**src/rtl/infix_sequencer_if.sv**
```systemverilog
// infix_sequencer_if: infix token input handshake and postfix output strobes.
// slave is the sequencer's view; master is the token source / evaluator side.
interface infix_sequencer_if;
    logic [7:0] IN_TOKEN;
    logic       IN_IS_SIGN;
    logic       IN_STB;
    logic       IN_END;
    logic       IN_READY;
    logic [7:0] OUT_NUMBER;
    logic       OUT_NUMBER_STB;
    logic [7:0] OUT_SIGN;
    logic       OUT_SIGN_STB;
    logic       ERR;

    modport slave (
        input  IN_TOKEN, IN_IS_SIGN, IN_STB, IN_END,
        output IN_READY, OUT_NUMBER, OUT_NUMBER_STB, OUT_SIGN, OUT_SIGN_STB, ERR
    );

    modport master (
        output IN_TOKEN, IN_IS_SIGN, IN_STB, IN_END,
        input  IN_READY, OUT_NUMBER, OUT_NUMBER_STB, OUT_SIGN, OUT_SIGN_STB, ERR
    );
endinterface

```
**src/rtl/infix_sequencer.sv**
```systemverilog
// infix_sequencer: shunting-yard infix-to-postfix converter with paced operator output.
// Define INFIX_SEQ_STATS_EN to add OUT_TOKENS, a saturating count of emitted strobe cycles.
module infix_sequencer #(
    parameter int unsigned OP_DEPTH   = 16,
    parameter int unsigned GAP_CYCLES = 1
) (
    input  logic CLK,
    input  logic RST,
    infix_sequencer_if.slave bus
`ifdef INFIX_SEQ_STATS_EN
    ,
    output logic [15:0] OUT_TOKENS
`endif
);
    localparam int unsigned PW = $clog2(OP_DEPTH);
    localparam int unsigned GW = $clog2(GAP_CYCLES + 1);
    localparam logic [PW:0] SP_ONE  = (PW+1)'(1);
    localparam logic [PW:0] SP_FULL = (PW+1)'(OP_DEPTH);
    localparam logic [GW-1:0] GAP_LOAD = GW'(GAP_CYCLES - 1);

    typedef enum logic [2:0] {
        S_ACCEPT, S_POP_PREC, S_POP_PAREN, S_DRAIN, S_TERM, S_GAP, S_ERROR
    } state_t;

    state_t        state, state_n, ret, ret_n;
    logic [7:0]    stack [OP_DEPTH];
    logic [PW:0]   sp;
    logic [PW-1:0] top_idx;
    logic [7:0]    top;
    logic          empty, full;
    logic [7:0]    held, held_n;
    logic [GW-1:0] gcnt, gcnt_n;
    logic          push, pop;
    logic [7:0]    push_val;
    logic          num_load, num_stb_q;
    logic [7:0]    num_q;
    logic          sign_stb, term;
    logic [7:0]    sign_val;
    logic          num_stb_o, sign_stb_o;

    function automatic logic [1:0] prec(input logic [7:0] op);
        case (op)
            "*", "/": return 2'd2;
            "+", "-": return 2'd1;
            default:  return 2'd0;
        endcase
    endfunction

    assign top_idx = PW'(sp - SP_ONE);
    assign top     = stack[top_idx];
    assign empty   = (sp == '0);
    assign full    = (sp == SP_FULL);

    always_ff @(posedge CLK) begin
        if (RST) begin
            state     <= S_ACCEPT;
            ret       <= S_ACCEPT;
            sp        <= '0;
            held      <= '0;
            gcnt      <= '0;
            num_stb_q <= 1'b0;
            num_q     <= '0;
        end else begin
            state     <= state_n;
            ret       <= ret_n;
            held      <= held_n;
            gcnt      <= gcnt_n;
            num_stb_q <= num_load;
            if (num_load) num_q <= bus.IN_TOKEN;
            if (push)     sp <= sp + SP_ONE;
            else if (pop) sp <= sp - SP_ONE;
        end
    end

    always_ff @(posedge CLK) begin
        if (push && !RST) stack[sp[PW-1:0]] <= push_val;
    end

    // Operator emits are combinational from the popping state so a token accepted
    // at cycle N produces its first sign strobe at N+1, matching the number path.
    always_comb begin
        state_n  = state;
        ret_n    = ret;
        held_n   = held;
        gcnt_n   = gcnt;
        push     = 1'b0;
        pop      = 1'b0;
        push_val = held;
        num_load = 1'b0;
        sign_stb = 1'b0;
        sign_val = '0;
        term     = 1'b0;
        case (state)
            S_ACCEPT: begin
                if (bus.IN_STB) begin
                    if (bus.IN_END) begin
                        state_n = empty ? S_TERM : S_DRAIN;
                    end else if (!bus.IN_IS_SIGN) begin
                        num_load = 1'b1;
                    end else begin
                        case (bus.IN_TOKEN)
                            "(": begin
                                if (full) state_n = S_ERROR;
                                else begin
                                    push     = 1'b1;
                                    push_val = "(";
                                end
                            end
                            ")": state_n = empty ? S_ERROR : S_POP_PAREN;
                            "+", "-", "*", "/": begin
                                held_n  = bus.IN_TOKEN;
                                state_n = S_POP_PREC;
                            end
                            default: state_n = S_ERROR;
                        endcase
                    end
                end
            end
            S_POP_PREC: begin
                if (!empty && prec(top) >= prec(held)) begin
                    pop      = 1'b1;
                    sign_stb = 1'b1;
                    sign_val = top;
                    state_n  = S_GAP;
                    ret_n    = S_POP_PREC;
                    gcnt_n   = GAP_LOAD;
                end else if (full) begin
                    state_n = S_ERROR;
                end else begin
                    push    = 1'b1;
                    state_n = S_ACCEPT;
                end
            end
            S_POP_PAREN: begin
                if (empty) begin
                    state_n = S_ERROR;
                end else if (top == "(") begin
                    pop     = 1'b1;
                    state_n = S_ACCEPT;
                end else begin
                    pop      = 1'b1;
                    sign_stb = 1'b1;
                    sign_val = top;
                    state_n  = S_GAP;
                    ret_n    = S_POP_PAREN;
                    gcnt_n   = GAP_LOAD;
                end
            end
            S_DRAIN: begin
                if (empty) begin
                    state_n = S_TERM;
                end else if (top == "(") begin
                    state_n = S_ERROR;
                end else begin
                    pop      = 1'b1;
                    sign_stb = 1'b1;
                    sign_val = top;
                    state_n  = S_GAP;
                    ret_n    = S_DRAIN;
                    gcnt_n   = GAP_LOAD;
                end
            end
            S_TERM: begin
                term     = 1'b1;
                sign_stb = 1'b1;
                sign_val = 8'h3D;
                state_n  = S_GAP;
                ret_n    = S_ACCEPT;
                gcnt_n   = GAP_LOAD;
            end
            S_GAP: begin
                if (gcnt == '0) state_n = ret;
                else            gcnt_n  = gcnt - GW'(1);
            end
            S_ERROR: state_n = S_ERROR;
            default: state_n = S_ERROR;
        endcase
    end

    // Strobes are masked while RST is high so an in-flight drain emits nothing.
    assign num_stb_o  = (num_stb_q | term) & ~RST;
    assign sign_stb_o = sign_stb & ~RST;

    assign bus.IN_READY       = (state == S_ACCEPT) || (state == S_ERROR);
    assign bus.ERR            = (state == S_ERROR);
    assign bus.OUT_NUMBER_STB = num_stb_o;
    assign bus.OUT_NUMBER     = (num_stb_o && !term) ? num_q : '0;
    assign bus.OUT_SIGN_STB   = sign_stb_o;
    assign bus.OUT_SIGN       = sign_stb_o ? sign_val : '0;

`ifdef INFIX_SEQ_STATS_EN
    logic [15:0] tok_cnt;

    always_ff @(posedge CLK) begin
        if (RST) begin
            tok_cnt <= '0;
        end else if ((num_stb_o || sign_stb_o) && state != S_ERROR && tok_cnt != 16'hFFFF) begin
            tok_cnt <= tok_cnt + 16'd1;
        end
    end

    assign OUT_TOKENS = tok_cnt;
`endif
endmodule

```
**src/flat_wrapper.sv**
```systemverilog
// flat-port wrapper written by rule: the top's interface ports become plain ports
module infix_sequencer_flat 
#(
    parameter int unsigned OP_DEPTH   = 16,
    parameter int unsigned GAP_CYCLES = 1
)
  (CLK, RST, bus_IN_TOKEN, bus_IN_IS_SIGN, bus_IN_STB, bus_IN_END, bus_IN_READY, bus_OUT_NUMBER, bus_OUT_NUMBER_STB, bus_OUT_SIGN, bus_OUT_SIGN_STB, bus_ERR);
  infix_sequencer_if bus_i ();
  input  logic CLK;
  input  logic RST;
  input wire logic [$bits(bus_i.IN_TOKEN)-1:0] bus_IN_TOKEN;
  input wire logic [$bits(bus_i.IN_IS_SIGN)-1:0] bus_IN_IS_SIGN;
  input wire logic [$bits(bus_i.IN_STB)-1:0] bus_IN_STB;
  input wire logic [$bits(bus_i.IN_END)-1:0] bus_IN_END;
  output wire logic [$bits(bus_i.IN_READY)-1:0] bus_IN_READY;
  output wire logic [$bits(bus_i.OUT_NUMBER)-1:0] bus_OUT_NUMBER;
  output wire logic [$bits(bus_i.OUT_NUMBER_STB)-1:0] bus_OUT_NUMBER_STB;
  output wire logic [$bits(bus_i.OUT_SIGN)-1:0] bus_OUT_SIGN;
  output wire logic [$bits(bus_i.OUT_SIGN_STB)-1:0] bus_OUT_SIGN_STB;
  output wire logic [$bits(bus_i.ERR)-1:0] bus_ERR;
  assign bus_i.IN_TOKEN = bus_IN_TOKEN;
  assign bus_i.IN_IS_SIGN = bus_IN_IS_SIGN;
  assign bus_i.IN_STB = bus_IN_STB;
  assign bus_i.IN_END = bus_IN_END;
  assign bus_IN_READY = bus_i.IN_READY;
  assign bus_OUT_NUMBER = bus_i.OUT_NUMBER;
  assign bus_OUT_NUMBER_STB = bus_i.OUT_NUMBER_STB;
  assign bus_OUT_SIGN = bus_i.OUT_SIGN;
  assign bus_OUT_SIGN_STB = bus_i.OUT_SIGN_STB;
  assign bus_ERR = bus_i.ERR;
  infix_sequencer #(.OP_DEPTH(OP_DEPTH), .GAP_CYCLES(GAP_CYCLES)) u_core (.CLK(CLK), .RST(RST), .bus(bus_i));
endmodule
```
**config.mk**
```make
export PLATFORM = sky130hd
export DESIGN_NAME = infix_sequencer_flat
export DESIGN_NICKNAME = d
export VERILOG_FILES = /design/src/rtl/infix_sequencer_if.sv /design/src/rtl/infix_sequencer.sv /design/src/flat_wrapper.sv
export SDC_FILE = /design/constraint.sdc
export NUM_CORES = 1
export LEC_CHECK = 0
export ABC_AREA = 1
export CAP_MARGIN = 30
export CORE_MARGIN = 2
export CORE_UTILIZATION = 40
export CTS_CLUSTER_DIAMETER = 80
export CTS_CLUSTER_SIZE = 10
export DETAILED_ROUTE_END_ITERATION = 8
export GPL_TIMING_DRIVEN = 0
export PLACE_DENSITY = 0.63
export SETUP_SLACK_MARGIN = 0.2
export SYNTH_ARGS = -nofsm -noshare
export SYNTH_HDL_FRONTEND = slang
export SYNTH_SLANG_ARGS = --single-unit
```
**constraint.sdc**
```tcl
create_clock -name CLK -period 8.7 [get_ports CLK]
set_input_delay 1.74 -clock CLK [delete_from_list [all_inputs] [get_ports CLK]]
set_output_delay 1.74 -clock CLK [all_outputs]
set_load 0.02 [all_outputs]
```
**Word-level counts from Yosys, hierarchy flattened**

Memory sizes are Yosys's and may differ from the RTL's.
Cells that the tools add are included.

- Equal/unequal tests: 33
- Magnitude comparators: 1
- Reductions and logical operators: 22
- Muxes and demuxes: 64
- Bitwise gates (word level): 5
- Add/sub/neg operators: 3

Operators by type and width:

| operator | count |
|---|---|
| $eq 8x6->1 const B | 15 |
| $mux 8 | 11 |
| $mux 3 | 17 |
| $pmux 8 s3 | 1 |
| $mux 1 | 21 |
| $pmux 3 s6 | 1 |
| $ne 2x2->1 const B | 8 |
| $pmux 3 s4 | 1 |
| $mux 5 | 2 |
| $reduce_or 2->1 | 5 |
| $eq 3x3->1 const B | 3 |
| $pmux 3 s3 | 1 |
| $pmux 2 s2 | 2 |
| $reduce_and 4->1 | 2 |
| $reduce_bool 4->1 | 2 |
| $eq 3x2->1 const B | 2 |
| $mux 2 | 3 |
| $pmux 1 s3 | 2 |
| $reduce_and 6->1 | 1 |
| $add 5x1->5 const B | 1 |
| $eq 5x5->1 const B | 1 |
| $logic_not 5->1 | 1 |
| $reduce_and 5->1 | 1 |
| $sub 5x1->5 const B | 1 |
| other kinds (17) | 23 |

- Bits of input ports: 13
- Bits in registers: 29
- Memories: 1
- Word-level logic and storage cells: 136
- Memory bits (writable): 128

Memory list:

| name | words | width | rd ports | clocked after memory_dff | write ports | RTL line | RTL |
|---|---|---|---|---|---|---|---|
| u_core.stack | 16 | 8 | 1 | 0 | 1 | infix_sequencer.sv:26 | `logic [7:0] stack [OP_DEPTH];` |

**Logic depth before layout (Yosys ltp)**

Gate-level depths: netlist of the first run.
An unclocked memory read counts as a cell.

- Depth in word-level cells: 13
- Mapped depth: 31
- Depth with buffers taken out: 27

**Worst setup path after synthesis of the first run**

OpenSTA, ideal clock, no wires.

- Path type: register to output
- From: register u_core.sp[0]
- To: output bus_OUT_SIGN[1]
- Path slack: 3.421 ns
- Cell stages (with the launch flop): 26
- Data required time: 6.960 ns
- Data arrival time: 3.539 ns
- Cells stage by stage: dfxtp_1 buf_6 inv_2 buf_6 buf_6 ha_1 buf_2 clkbuf_1 nand3_1 nand3_1 nand3_1 nand2_1 inv_1 o21ai_0 nor4b_1 ha_1 o21ai_0 nand2_1 nand2_2 nor2_1 inv_1 nand2_1 inv_1 nand2_2 nand2_4 nor3_1

- Word-level cells in the longest chain between the ends: 12
- Elaborated cells between the ends (all ways): 25
- Classes of those cells: add/sub: 1; order compare: 1; eq/ne: 5; mux: 11; bitwise: 1; reduce/logical: 5; memory: 1

RTL lines:

| item | RTL line | RTL |
|---|---|---|
| from (decl) | infix_sequencer.sv:27 | `logic [PW:0] sp;` |
| from (signal assigned) | infix_sequencer.sv:70 | `if (push) sp <= sp + SP_ONE;` |
| from (signal assigned) | infix_sequencer.sv:71 | `else if (pop) sp <= sp - SP_ONE;` |
| $sub 5x1->5 * | -- |  |
| net u_core.top_idx[0] | infix_sequencer.sv:28 | `logic [PW-1:0] top_idx;` |
| $mem_v2 16x8 * | -- |  |
| $eq 8x6->1 | infix_sequencer.sv:42 | `case (op)` |
| $reduce_or 2->1 | infix_sequencer.sv:42 |  |
| $pmux 2 s2 | infix_sequencer.sv:42 |  |
| $mux 2 | infix_sequencer.sv:93 | `case (state)` |
| $ge 2x2->1 | infix_sequencer.sv:120 | `if (!empty && prec(top) >= prec(held)) begin` |
| $logic_and 1x1->1 | infix_sequencer.sv:120 |  |
| $mux 1 | infix_sequencer.sv:120 |  |
| $pmux 1 s3 | infix_sequencer.sv:93 |  |
| $and 1x1->1 | infix_sequencer.sv:182 | `assign sign_stb_o = sign_stb & ~RST;` |
| $mux 8 * | infix_sequencer.sv:189 | `assign bus.OUT_SIGN = sign_stb_o ? sign_val : '0;` |
| to (decl) | flat_wrapper.sv:18 | `output wire logic [$bits(bus_i.OUT_SIGN)-1:0] bus_OUT_SIGN;` |

The timed path passes the listed nets; every way through them passes the cells marked *. The select of a mux whose other input is x is not followed.

**Worst setup path in the final report of the first run**

Ends and elaborated chain as after synthesis.

==> metrics.txt, run 1 <==
post-synthesis mux area share=0%; crit share post-route=80.7%; Sw Pwr=1.26 mW; Worst Hold Slack=459 ps; M2 GR Usage=30.7%; switch share=42.4%; antenna viol nets, final=0; RSZ-0062 raised after global routing=false; crit end category=primary output; max cap viols=0; largest fanout on the critical path=12; Mapped Area=7210 um^2; Yosys reg bits=155; clock network power share=26.3%; grt total ovfl=0; Final Skew=8.84 ps; worst min path class=reg2reg; hold_buf cts=0; Layout area overhead=17.7%; final hold vios=0; Max Slew Vio Count=0; largest net degree at the start of global routing=17; Least-Margin Pin Slew=1030 ps; DRC viols=0; GR Layer Usage met3=3.64%; Post-synth EDFFs=128; Post-CTS Setup Inserts=0; Synth Net Count=769; Rel. slew slack=30.9%; Fmax=142 MHz; main combinational cell family by area after synthesis=simple AND/OR/NAND/NOR gates; clk buf depth=2; CP max-delay cell=clkdlybuf4s50_1; Top delay family on crit path=buffers and inverters; TritonRoute pass-1 iters=5; core area=17800 um^2; Ports=33; biggest area consumer among synthesized cells=edfxtp_1; layout cell share with drive strength beyond 1=11.6%; Post-Synthesis Cells=749; Top FF cell, synth=edfxtp_1; 1st-iter DRT viols=555; leakage=3.21 nW; Die Wd=138 um; first-pass GRT wire length=28700 um; H-tree depth=4; Flop pwr share=28.3%; top post-synthesis cells by area=edfxtp_1 (53%), nand2_1 (9.1%), nand3_1 (7.9%), dfxtp_1 (7.5%), inv_1 (3.8%); routed via count=5449; simple-gate portion of the synthesized area=25.7%; Yosys warning count=0; CTS Buf Count=17; DR vias/cell=5.20; most common library cells after synthesis=nand2_1 (174), edfxtp_1 (128), nand3_1 (114), inv_1 (73), nor2_1 (64); GR peak layer=met2; Ant. Diodes=0; count leader, synth=nand2_1; fin crit period=7030 ps; CTS resizes=0; GR Layer Usage met1=26.9%; Port Buffers=31; post-synthesis sequential area ratio=60.8%; area of the die=19100 um^2; Gate power share=45.4%; vias in the first global route=5168; status=finished clean; floorplan row count=49; share of the synthesized area in the top cell type=53.3%; number of nets in the layout=826; Final GP Congestion=0.951; dpl hpwl=12600 um; Final setup viols=0; Worst path max stage delay=640 ps; post-route design area=8480 um^2; Die Y=138 um; CP Data Arrival Time=5290 ps; Yosys cell types=34; all-layer global routing usage=19.9%; Adder-Cell Fraction of Synth Area=1.22%; xor/xnor share of the synthesized area=0.365%; clock-pin slew on the worst setup and hold paths=60 ps; Worst-Skew Late Latency=430 ps; Worst Setup Start Kind=register; syn avg cell area=9.62 um^2; routed len/inst=17.6 um; Compound-Gate Fraction of Synth Area=4.72%; pwr dens=349 nW/um^2; clk sink count=155; Area after DPL=7850 um^2; initial antenna violation count=0; Starting Density=40.4%; ys async rst share=0%; Worst EP required=6960 ps; Pint=1.71 mW; VDD IR max=0.167 mV; TritonCTS clock tree=done; total routed wirelength=18500 um; CTS Root Cell=clkbuf_16; final setup TNS=0 ps; WP buf/inv=10; kind of critical path=reg2out
final timing paths:
kind	startpoint	endpoint	slack, ps	cells past startpoint
worst max register to register	u_core.sp[0]	u_core.stack[2][7]	3270	24
worst min register to register	u_core.num_q[7]	u_core.num_q[7]	460	2
worst min-delay path	u_core.num_q[7]	u_core.num_q[7]	460	2
worst max-delay path	u_core.sp[0]	bus_OUT_SIGN[1]	1670	26
cells by family (layout without fill, tap and decap cells):
kind of cell,Yosys count,in the layout
flops,155,155
compound gates,65,65
fa+ha+maj,7,7
buf+inv,112,182
simple gates,407,407
xor+xnor,3,3
layout make-up:
cell class | instances | area, um^2
clock inverter | 14 | 191
inverter | 81 | 309
clock buffer | 18 | 429
multi-input combinational | 482 | 2310
fill | 1646 | 9360
buffer | 31 | 205
tap | 229 | 287
timing repair buffer | 38 | 364
sequential | 155 | 4380
layer usage:
| layer | vias to the layer above | wire (um) |
|---|---|---|
| li1 | 2651 | - |
| met1 | 2542 | 7980 |
| met2 | 217 | 8480 |
| met3 | 39 | 1430 |
| met4 | 0 | 591 |
| met5 | - | 0 |
cells in the final DEF (no fill, tap or decap), drive strengths merged, types with 21 or more instances in the layout:
master and n:
o21ai 35, edfxtp 128, buf 32, dfxtp 27, clkbuf 24, nand2 186
nor2 69, nor3 21, nand3 120, clkdlybuf4s50 31, inv 84, a21oi 24
flip-flops by register name (all words and copies together) (netlist names):
signal and flops:
u_core.sp 5, u_core.num_stb_q 1, u_core.held 8, u_core.state 3, u_core.num_q 8, u_core.stack 128, u_core.ret 2
power groups by stage:
stage | registers, mW | clock network (mW) | logic (mW)
6_report | 0.839 | 0.778 | 1.35
5_1_grt | 0.843 | 0.813 | 1.48
4_1_cts | 0.839 | 0.785 | 1.34
3_5_place_dp | 0.854 | 0 | 1.33
3_3_place_gp | 0.854 | 0 | 1.32
2_1_floorplan | 0.850 | 0 | 0.919
worst register-to-register path, delay by kind of cell, from the launching register on:
kind | cells | cell delay [ps]
AO/OA/AOI/OAI | 2 | 220
adder cells (fa/ha/maj) | 2 | 580
buffers and inverters | 8 | 1430
flip-flops | 1 | 380
AND/OR/NAND/NOR | 12 | 2410
per-stage QoR:
stage	instances	util [%]	total power, mW	setup slack, ps
2_1_floorplan	749	-	1.77	3420
3_3_place_gp	1009	43.7	2.18	2210
3_5_place_dp	1014	44.0	2.19	2160
4_1_cts	1046	47.5	2.96	1680
5_1_grt	1048	47.5	3.14	1230
6_report	1048	47.5	2.96	1670
Power figures use the tool's default switching activity.
==> run 2, diff against run 1 <==
--- a/config.mk
+++ b/config.mk
@@ -13,7 +13,7 @@
 export CTS_CLUSTER_SIZE = 10
 export DETAILED_ROUTE_END_ITERATION = 8
 export GPL_TIMING_DRIVEN = 0
-export PLACE_DENSITY = 0.63
+export PLACE_DENSITY = 0.65
 export SETUP_SLACK_MARGIN = 0.2
 export SYNTH_ARGS = -nofsm -noshare
 export SYNTH_HDL_FRONTEND = slang
==> constraint.sdc (replaced) <==
create_clock -name CLK -period 6.3 [get_ports CLK]
set_input_delay 1.26 -clock CLK [delete_from_list [all_inputs] [get_ports CLK]]
set_output_delay 1.26 -clock CLK [all_outputs]
set_load 0.02 [all_outputs]
==> metrics.txt, run 2 (same netlist as run 1, synthesis figures left out) <==
WP buf/inv=10 (unchanged); Port Buffers=31 (unchanged); RSZ-0062 raised after global routing=false; VDD IR max=0.232 mV (+39%); Die Wd=138 um (unchanged); dpl hpwl=12500 um (-0.69%); CTS Root Cell=clkbuf_16; Worst path max stage delay=390 ps (-250 ps); kind of critical path=reg2out; routed via count=5459 (+0.18%); antenna viol nets, final=0 (unchanged); Layout area overhead=18.5%; Max Slew Vio Count=0 (unchanged); Filler Cell Count=1642 (-0.24%); TritonCTS clock tree=done; Pint=2.35 mW (+37%); core area=17800 um^2 (unchanged); layout cell share with drive strength beyond 1=13.4% (+1.8 points); pwr dens=476 nW/um^2 (+36%); CP max-delay cell=dfxtp_1; Top delay family on crit path=simple AND/OR/NAND/NOR gates; Final setup viols=0 (unchanged); final setup margin=546 ps (-1130 ps); vias in the first global route=4918 (-4.8%); Worst R2R Start=u_core.sp[0]; Worst R2R End=u_core.stack[8][1]; CTS Buf Count=17 (unchanged); fin cells=1055 (+0.67%); final hold vios=0 (unchanged); Setup WS pre-CTS=382 ps (-1770 ps); Post-CTS Setup Inserts=0 (unchanged); grt total ovfl=0 (unchanged); routed len/inst=17.3 um (-2.0%); hold worst-path end=u_core.num_q[6]; status=finished clean; R2R setup slack=1260 ps (-2010 ps); fin crit period=5750 ps; leading cell type in the layout, fill and taps excluded=nand2_1; DR vias/cell=5.17 (-0.48%); switch share=42.3% (-0.11 points); floorplan row count=49 (unchanged); worst min path class=reg2reg; max cap viols=0 (unchanged); area of the die=19100 um^2 (unchanged); Worst EP required=5040 ps (-1920 ps); Area after DPL=7930 um^2 (+1.1%); max reg flops=128 (unchanged); Power Total=4.06 mW (+37%); 1st-iter DRT viols=559 (+0.72%); leakage=3.28 nW (+2.2%); r2r worst-path depth=24 (unchanged); clock-pin slew on the worst setup and hold paths=60 ps (about the same); Rel. slew slack=29.0% (-1.9 points); hold path start=u_core.num_q[6]; clock network power share=24.8% (-1.5 points); largest net degree at the start of global routing=17 (unchanged); total routed wirelength=18200 um (-1.3%); initial antenna violation count=0 (unchanged); Worst-Skew Late Latency=430 ps (about the same); clk sink count=155 (unchanged); Ant. Diodes=0 (unchanged); crit end category=primary output; hold path depth=2 (unchanged); Least-Margin Pin Slew=1060 ps (+29.1 ps); largest fanout on the critical path=12 (unchanged); TritonRoute pass-1 iters=5 (unchanged); Starting Density=40.4% (unchanged); placed cell count=1020 (+0.59%); Ports=33 (unchanged); most frequent cells in the layout=nand2_1 (174), edfxtp_1 (128), nand3_1 (114); number of nets in the layout=833 (+0.85%); Final GP Congestion=0.862 (-9.3%); all-layer global routing usage=19.4% (-0.49 points); DRC viols=0 (unchanged); Fmax=174 MHz; Worst Setup Start Kind=register; Sw Pwr=1.72 mW (+37%); Final Skew=8.78 ps (-0.0534 ps); post-route design area=8540 um^2 (+0.68%); Die Y=138 um (unchanged); clk buf depth=2 (unchanged); final setup TNS=0 ps (unchanged); first-pass GRT wire length=28100 um (-2.3%); Flop pwr share=28.5% (+0.2 points); crit share post-route=91.3%; CP Data Arrival Time=4490 ps (-800 ps); H-tree depth=4 (unchanged); Gate power share=46.7% (+1.3 points)
## run 2: final cells by class
class,count,area [um^2],area share (%)
Buffer,31,235,2.75
Clock buffer,20,437,5.11
Clock inverter,12,145,1.70
Inverter,81,309,3.62
Multi-Input combinational cell,482,2330,27.3
Sequential cell,155,4380,51.3
Tap cell,229,287,3.35
Timing Repair Buffer,45,414,4.85
## run 2: worst max path at each step
stage                       startpoint            endpoint  cells after the start
final                     u_core.sp[0]     bus_OUT_SIGN[0]                     28
after detailed placement  u_core.sp[0]     bus_OUT_SIGN[7]                     26
after floorplan           u_core.sp[0]     bus_OUT_SIGN[1]                     25
after CTS                 u_core.sp[0]    bus_OUT_SIGN_STB                     28
after global routing      u_core.sp[0]     bus_OUT_SIGN[0]                     27
after global placement    u_core.sp[0]  u_core.stack[3][1]                     24
## run 2: metrics by stage
step                      hold WS, ps  utilization (%)
after CTS                         469             47.7
after global routing              487             47.9
after detailed placement          461             44.5
after global placement            449             43.7
after floorplan                   430                -
final                             462             47.9
## run 2: layer usage
layer,vias up,routed length (um),track usage [%]
met5,-,0,0
met4,0,505,8.92
met3,32,1160,3.15
met2,214,8630,29.9
met1,2553,7950,27.0
li1,2660,-,-
## run 2: what timing repair did
| item | CTS | global route |
|---|---|---|
| pin swaps | 0 | 0 |
| hold buffers | 0 | 0 |
| hold endpoints to repair | 0 | 0 |
| gates resized for setup | 13 | 27 |
| endpoints found under the setup margin | 9 | 9 |
| cloned | 0 | 0 |
## run 2: power groups by stage
| stage | Combinational (mW) | Sequential (mW) | Clock, mW |
|---|---|---|---|
| after floorplan | 1.27 | 1.17 | 0 |
| after global placement | 1.81 | 1.18 | 0 |
| after detailed placement | 1.83 | 1.18 | 0 |
| after CTS | 1.85 | 1.16 | 1.02 |
| after global routing | 2.07 | 1.16 | 1.06 |
| final | 1.90 | 1.16 | 1.01 |
## run 2: worst min-delay path, stage by stage, from the launching register on
cell,delay [ps]
dfxtp_1,300
inv_1,60
a21oi_1,60
==> variant 1: new RTL, config.mk and constraints of run 2 <==
`OP_DEPTH` is set to 16 in 2 places; all go to 8.
--- a/src/rtl/infix_sequencer.sv
+++ b/src/rtl/infix_sequencer.sv
@@ -2,5 +2,5 @@
 // Define INFIX_SEQ_STATS_EN to add OUT_TOKENS, a saturating count of emitted strobe cycles.
 module infix_sequencer #(
-    parameter int unsigned OP_DEPTH   = 16,
+    parameter int unsigned OP_DEPTH   = 8,
     parameter int unsigned GAP_CYCLES = 1
 ) (
--- a/src/flat_wrapper.sv
+++ b/src/flat_wrapper.sv
@@ -2,5 +2,5 @@
 module infix_sequencer_flat 
 #(
-    parameter int unsigned OP_DEPTH   = 16,
+    parameter int unsigned OP_DEPTH   = 8,
     parameter int unsigned GAP_CYCLES = 1
 )
Formal check against the unedited RTL: same outputs for any inputs over 4 cycles, from zero or initial values and one cycle with RST high; that may be too few to reach the edited logic, so the function may still have changed.
==> variant 1 against run 2 <==
  * Design area fell by 37%
  * Non-clock buffer count fell by 27
  * Setup slack improved by 40 ps
  * Power fell by 56%
  * Critical path type unchanged
  * Sequential power fell by 41%
  * Wire length fell by 40%
  * Sequential cell count fell by 65
  * Area after synthesis fell by 37%
==> variant 1: results (changes against run 2) <==
- Largest net degree at the start of global routing: 16 (-1)
- Hold Fails Final Rpt: 0 (unchanged)
- Mapped Nets: 560 (-27%)
- Post-Route WL: 10900 microns (-40%)
- Crit Path Max Fanout: 10 (-2)
- Hold depth: 2 (unchanged)
- Postcts setup bufs: 0 (unchanged)
- Num CTS Buffers: 9 (-8)
- Lkg Pwr: 0.00249 uW (-24%)
- Reg2Reg Depth: 25 (+4.2%)
- Share of cells above drive strength 1: 9.92% (-3.5 points)
- VDD IR-drop max: 140 uV (-40%)
- Max stage delay on crit path: 360 ps (-30 ps)
- Worst Path Arrival: 4450 ps (-40 ps)
- Dpl hpwl: 7750 microns (-38%)
- EDFF count, synth: 64 (-50%)
- Status: finished, final reports clean
- Async SR Flop Fraction: 0% (unchanged)
- RePlAce Congestion: 0.931 (+7.9%)
- Die span in x: 110 microns (-20%)
- Via count: 3684 (-33%)
- Antenna violations before repair: 0 (unchanged)
- Max clock buf depth: 2 (unchanged)
- Synth warn: 0 (unchanged)
- Clock Skews: 9.70 ps (+0.917 ps)
- Synth area leaders: edfxtp_1 (42%), nand2_1 (12%), dfxtp_1 (12%)
- Root buffer cell: clkbuf_16
- Buffers on Ports: 32 (+3.2%)
- Final ANT Viol Nets: 0 (unchanged)
- Worst-path clk slew: 70 ps
- H-tree depth: 3 (-1)
- Seq/Total Area, Yosys: 54.0% (-6.8 points)
- Slowest cell on crit path: dlygate4sd2_1
- Net count, final: 607 (-27%)
- Clk_lat worst skew: 340 ps (-90 ps)
- Max reg flops: 64 (-50%)
- Pre-antenna DRT Iters: 5 (unchanged)
- Most used DFF post-synth: edfxtp_1
- Cell family with most CP delay: buffers and inverters
- Max_slew headroom: 30.8% (+1.8 points)
- Total Routing Usage GR: 19.5% (+0.15 points)
- Synth unique cells: 32 (-5.9%)
- Pre-CTS setup slack: 556 ps (+174 ps)
- DR iter-0 viols: 260 (-53%)
- First-pass GRT wire length: 17700 microns (-37%)
- HP Class: reg2reg
- Antenna cells: 0 (unchanged)
- Vias in the first global route: 3553 (-28%)
- Commonest cells in the synthesized netlist: nand2_1 (140), inv_1 (104), edfxtp_1 (64)
[variant 1: path summary, 6_finish.rpt]
check,from,end,slack [ps]
setup / recovery,u_core.sp[0]$_SDFFE_PP0P_,bus_OUT_SIGN[5],590
hold / removal,u_core.num_q[4]$_SDFFE_PP0P_,u_core.num_q[4]$_SDFFE_PP0P_,460
setup reg to reg,u_core.sp[0]$_SDFFE_PP0P_,u_core.stack[2][2]$_DFFE_PP_,1320
hold reg to reg,u_core.num_q[4]$_SDFFE_PP0P_,u_core.num_q[4]$_SDFFE_PP0P_,460
[variant 1: area by class of cell]
| cell class | count | area (sq um) |
|---|---|---|
| multi-input cells | 330 | 1620 |
| well taps | 140 | 175 |
| repair buffers | 36 | 364 |
| flip-flops and latches | 90 | 2440 |
| fillers | 1028 | 5540 |
| clock buffers | 12 | 246 |
| clock inverters | 4 | 51.3 |
| inverters | 110 | 418 |
| plain buffers | 13 | 81.3 |
[variant 1: routing by layer]
metal	share of wire, %	GRT usage, %	vias to the layer above	wire length [microns]
met4	1.9	8.30	0	204
met3	4.9	4.06	19	533
li1	-	-	1836	-
met2	48	30.8	104	5290
met1	45	26.2	1725	4910
met5	0	0	-	0
[variant 1: worst reg2reg max path: stages (launching register included)]
cell and delay, ps:
dfxtp_1 350, buf_4 180, inv_4 90, buf_4 180, ha_1 300, buf_2 190, inv_2 160, clkbuf_4 250
nand2_1 70, nand3_1 60, nand2_1 170, nor2_1 190, nand2_1 70, o21ai_0 70, nor4b_2 220, ha_1 260
o21ai_0 70, nand2_1 100, nand2_1 130, nand3_1 120, nand2_2 180, inv_2 120, nor2_4 110, nand2_1 120
nor3_1 600, buf_2 320
[variant 1: kinds of logic after synthesis]
| family | Yosys count | synth area share (%) |
|---|---|---|
| XOR/XNOR | 6 | 1.49 |
| adder cells (fa/ha/maj) | 4 | 1.11 |
| flip-flops | 90 | 54.0 |
| buffers and inverters | 123 | 11.0 |
| AO/OA/AOI/OAI | 55 | 6.39 |
| AND/OR/NAND/NOR | 265 | 26.0 |
[variant 1: timing repair]
| action | in CTS | in global routing |
|---|---|---|
| setup endpoints to repair | 1 | 9 |
| cloned | 0 | 0 |
| resized for setup | 1 | 11 |
[variant 1: per-stage QoR]
| step | utilization, % | hold WS, ps | instance area (sq um) | cells |
|---|---|---|---|---|
| 4_1_cts | 48.9 | 457 | 5350 | 734 |
| 2_1_floorplan | - | 430 | 4520 | 543 |
| 6_report | 49.3 | 455 | 5390 | 735 |
| 3_5_place_dp | 46.2 | 447 | 5060 | 718 |
| 5_1_grt | 49.3 | 489 | 5390 | 735 |
| 3_3_place_gp | 45.9 | 442 | 5020 | 715 |
[variant 1: report_power, final]
part | total, uW | switching, uW | internal [uW]
clock | 543 | 223 | 319
sequential | 681 | 21.0 | 660
combinational | 564 | 384 | 180
==> variant 2: new RTL, settings of run 2 <==
Without the edit above. Register the output `bus.ERR`; this adds one clock of latency there.
--- a/src/rtl/infix_sequencer.sv
+++ b/src/rtl/infix_sequencer.sv
@@ -183,5 +183,7 @@
 
     assign bus.IN_READY       = (state == S_ACCEPT) || (state == S_ERROR);
-    assign bus.ERR            = (state == S_ERROR);
+    always_ff @(posedge CLK) begin
+        bus.ERR <= (state == S_ERROR);
+    end
     assign bus.OUT_NUMBER_STB = num_stb_o;
     assign bus.OUT_NUMBER     = (num_stb_o && !term) ? num_q : '0;
Behaviour: not the same (a bounded check fails within 4 cycles, from zero or initial values and one cycle with RST high).
==> variant 2 against run 2 <==
  * The run now ends with design-rule violations left
  * Sequential cell count increased by 1
  * Area after synthesis increased by 0.28%
  * Design area increased by 0.91%
  * Via count increased by 1.5%
  * Non-clock buffer count increased by 5
  * Critical path depth decreased by 1
  * Setup slack got worse by 69 ps
  * Power increased by 1.3%
  * Wire length increased by 4.5%
  * Largest power group unchanged
  * Highest routed layer unchanged
==> variant 2: results (changes against run 2) <==
- Synth Area in Compound Gates: 4.71% (-0.013 points)
- Max reg flops: 128 (unchanged)
- Worst-path clk slew: 60 ps (about the same)
- First-pass GRT wire length: 29400 microns (+4.7%)
- Adder-Cell Fraction of Synth Area: 1.21% (-0.0034 points)
- WL/cell: 18.0 microns (+4.0%)
- H-tree depth: 4 (unchanged)
- Antenna cells: 0 (unchanged)
- HP Class: reg2reg
- Synth warn: 0 (unchanged)
- Via/cell ratio: 5.23 (+1.0%)
- Synth unique cells: 34 (unchanged)
- Total Routing Usage GR: 20.3% (+0.87 points)
- Largest net degree at the start of global routing: 17 (unchanged)
- Lkg Pwr: 0.00331 uW (+0.88%)
- Worst-margin pin slew: 1000 ps (-58.6 ps)
- Mux share of post-synthesis cell area: 0% (unchanged)
- Root buffer cell: clkbuf_16
- Synth area leaders: edfxtp_1 (53%), nand2_1 (9.0%), nand3_1 (7.9%)
- Worst Path Arrival: 4560 ps (+70 ps)
- Postcts setup bufs: 0 (unchanged)
- Fill count: 1637 (-0.30%)
- Most used DFF post-synth: edfxtp_1
- Max clock buf depth: 2 (unchanged)
- Clock Skews: 10.5 ps (+1.75 ps)
- Num CTS Buffers: 17 (unchanged)
- Status: finished, violations left
- VDD IR-drop max: 292 uV (+26%)
- Vias in the first global route: 5322 (+8.2%)
- Seq/Total Area, Yosys: 60.9% (+0.11 points)
- Share of cells above drive strength 1: 14.7% (+1.2 points)
- Failing checks: design-rule violations
- Pre-CTS setup slack: 284 ps (-97.9 ps)
- DRC violations left: 1 (+1)
- Async SR Flop Fraction: 0% (unchanged)
- Xor/xnor cell area share of the yosys netlist: 0.364% (-0.0010 points)
- Crit Path Max Fanout: 12 (unchanged)
- Buffers on Ports: 31 (unchanged)
- Mapped Nets: 770 (+0.13%)
- Dpl hpwl: 13100 microns (+4.6%)
- RePlAce Congestion: 0.865 (+0.29%)
- Clk_lat worst skew: 430 ps (about the same)
- EDFF count, synth: 128 (unchanged)
- DR iter-0 viols: 588 (+5.2%)
- Commonest cells in the synthesized netlist: nand2_1 (174), edfxtp_1 (128), nand3_1 (114)
- Pre-antenna DRT Iters: 7 (+2)
- Antenna violations before repair: 0 (unchanged)
- Net count, final: 839 (+0.72%)
-- variant 2: cell types whose count changed after synthesis, sizes merged --
| cell | delta |
|---|---|
| dfxtp | +1 |
-- variant 2: final timing paths --
kind | startpoint | to | slack [ps] | depth (start not counted)
max reg2reg | u_core.sp[0]$_SDFFE_PP0P_ | u_core.stack[2][2]$_DFFE_PP_ | 1330 | 26
max | u_core.sp[0]$_SDFFE_PP0P_ | bus_OUT_SIGN_STB | 480 | 27
min reg2reg | u_core.num_q[7]$_SDFFE_PP0P_ | u_core.num_q[7]$_SDFFE_PP0P_ | 460 | 2
min | u_core.num_q[7]$_SDFFE_PP0P_ | u_core.num_q[7]$_SDFFE_PP0P_ | 460 | 2
-- variant 2: layout make-up --
| cell class | instances | area [sq um] | share of cell area [%] |
|---|---|---|---|
| Tap cell | 229 | 287 | 3.32 |
| Clock buffer | 19 | 433 | 5.02 |
| Buffer | 31 | 235 | 2.73 |
| Sequential cell | 156 | 4410 | 51.1 |
| Multi-Input combinational cell | 482 | 2330 | 27.1 |
| Clock inverter | 12 | 160 | 1.86 |
| Inverter | 81 | 309 | 3.59 |
| Timing Repair Buffer | 50 | 457 | 5.30 |
-- variant 2: metrics by stage --
step                      util (%)  hold slack [ps]  cell area, sq um  instances  power [uW]
after floorplan                  -              430              7230        750        2450
after global placement        43.9              450              7820       1010        2990
after detailed placement      45.0              455              8030       1029        3010
after CTS                     48.3              463              8620       1060        4080
after global routing          48.3              495              8620       1060        4360
final                         48.3              457              8620       1060        4120
-- variant 2: timing repair --
item | in CTS | in global routing
pin swaps | 0 | 0
cloned | 0 | 0
setup endpoints to repair | 9 | 9
gates resized for setup | 14 | 29
-- variant 2: critical path: stages (launching register included) --
cell           delay (ps)
dfxtp_2               360
buf_6                 140
inv_2                  50
buf_6                 150
buf_6                 160
ha_1                  290
clkbuf_4              190
inv_2                 130
buf_6                 180
nand3_1               100
nand3_1                80
nand3_1               120
nand2_2               180
nand3_2               120
o21ai_0               160
nor4b_2               260
ha_1                  270
o21ai_0                80
nand2_1                90
nand2_2               130
nor2_1                 80
inv_1                  90
nand2_1                90
inv_1                  70
nand2_2                90
nand2_4               130
inv_1                  50
dlygate4sd2_1         310
-- variant 2: cells by family after synthesis --
family          Yosys count
buf+inv                 112
xor+xnor                  3
flops                   156
fa+ha+maj                 7
simple gates            407
compound gates           65
-- variant 2: layer usage --
metal / up-vias / global-route usage [%] / part of all wire [%]
li1: 2674 / - / -
met1: 2618 / 27.7 / 43
met2: 205 / 32.3 / 47
met3: 45 / 3.36 / 6.5
met4: 0 / 8.43 / 2.8
met5: - / 0 / 0
-- variant 2: where the power goes --
group | total, uW | switching (uW) | internal [uW]
clock | 1040 | 420 | 625
sequential | 1170 | 26.9 | 1140
combinational | 1900 | 1310 | 594
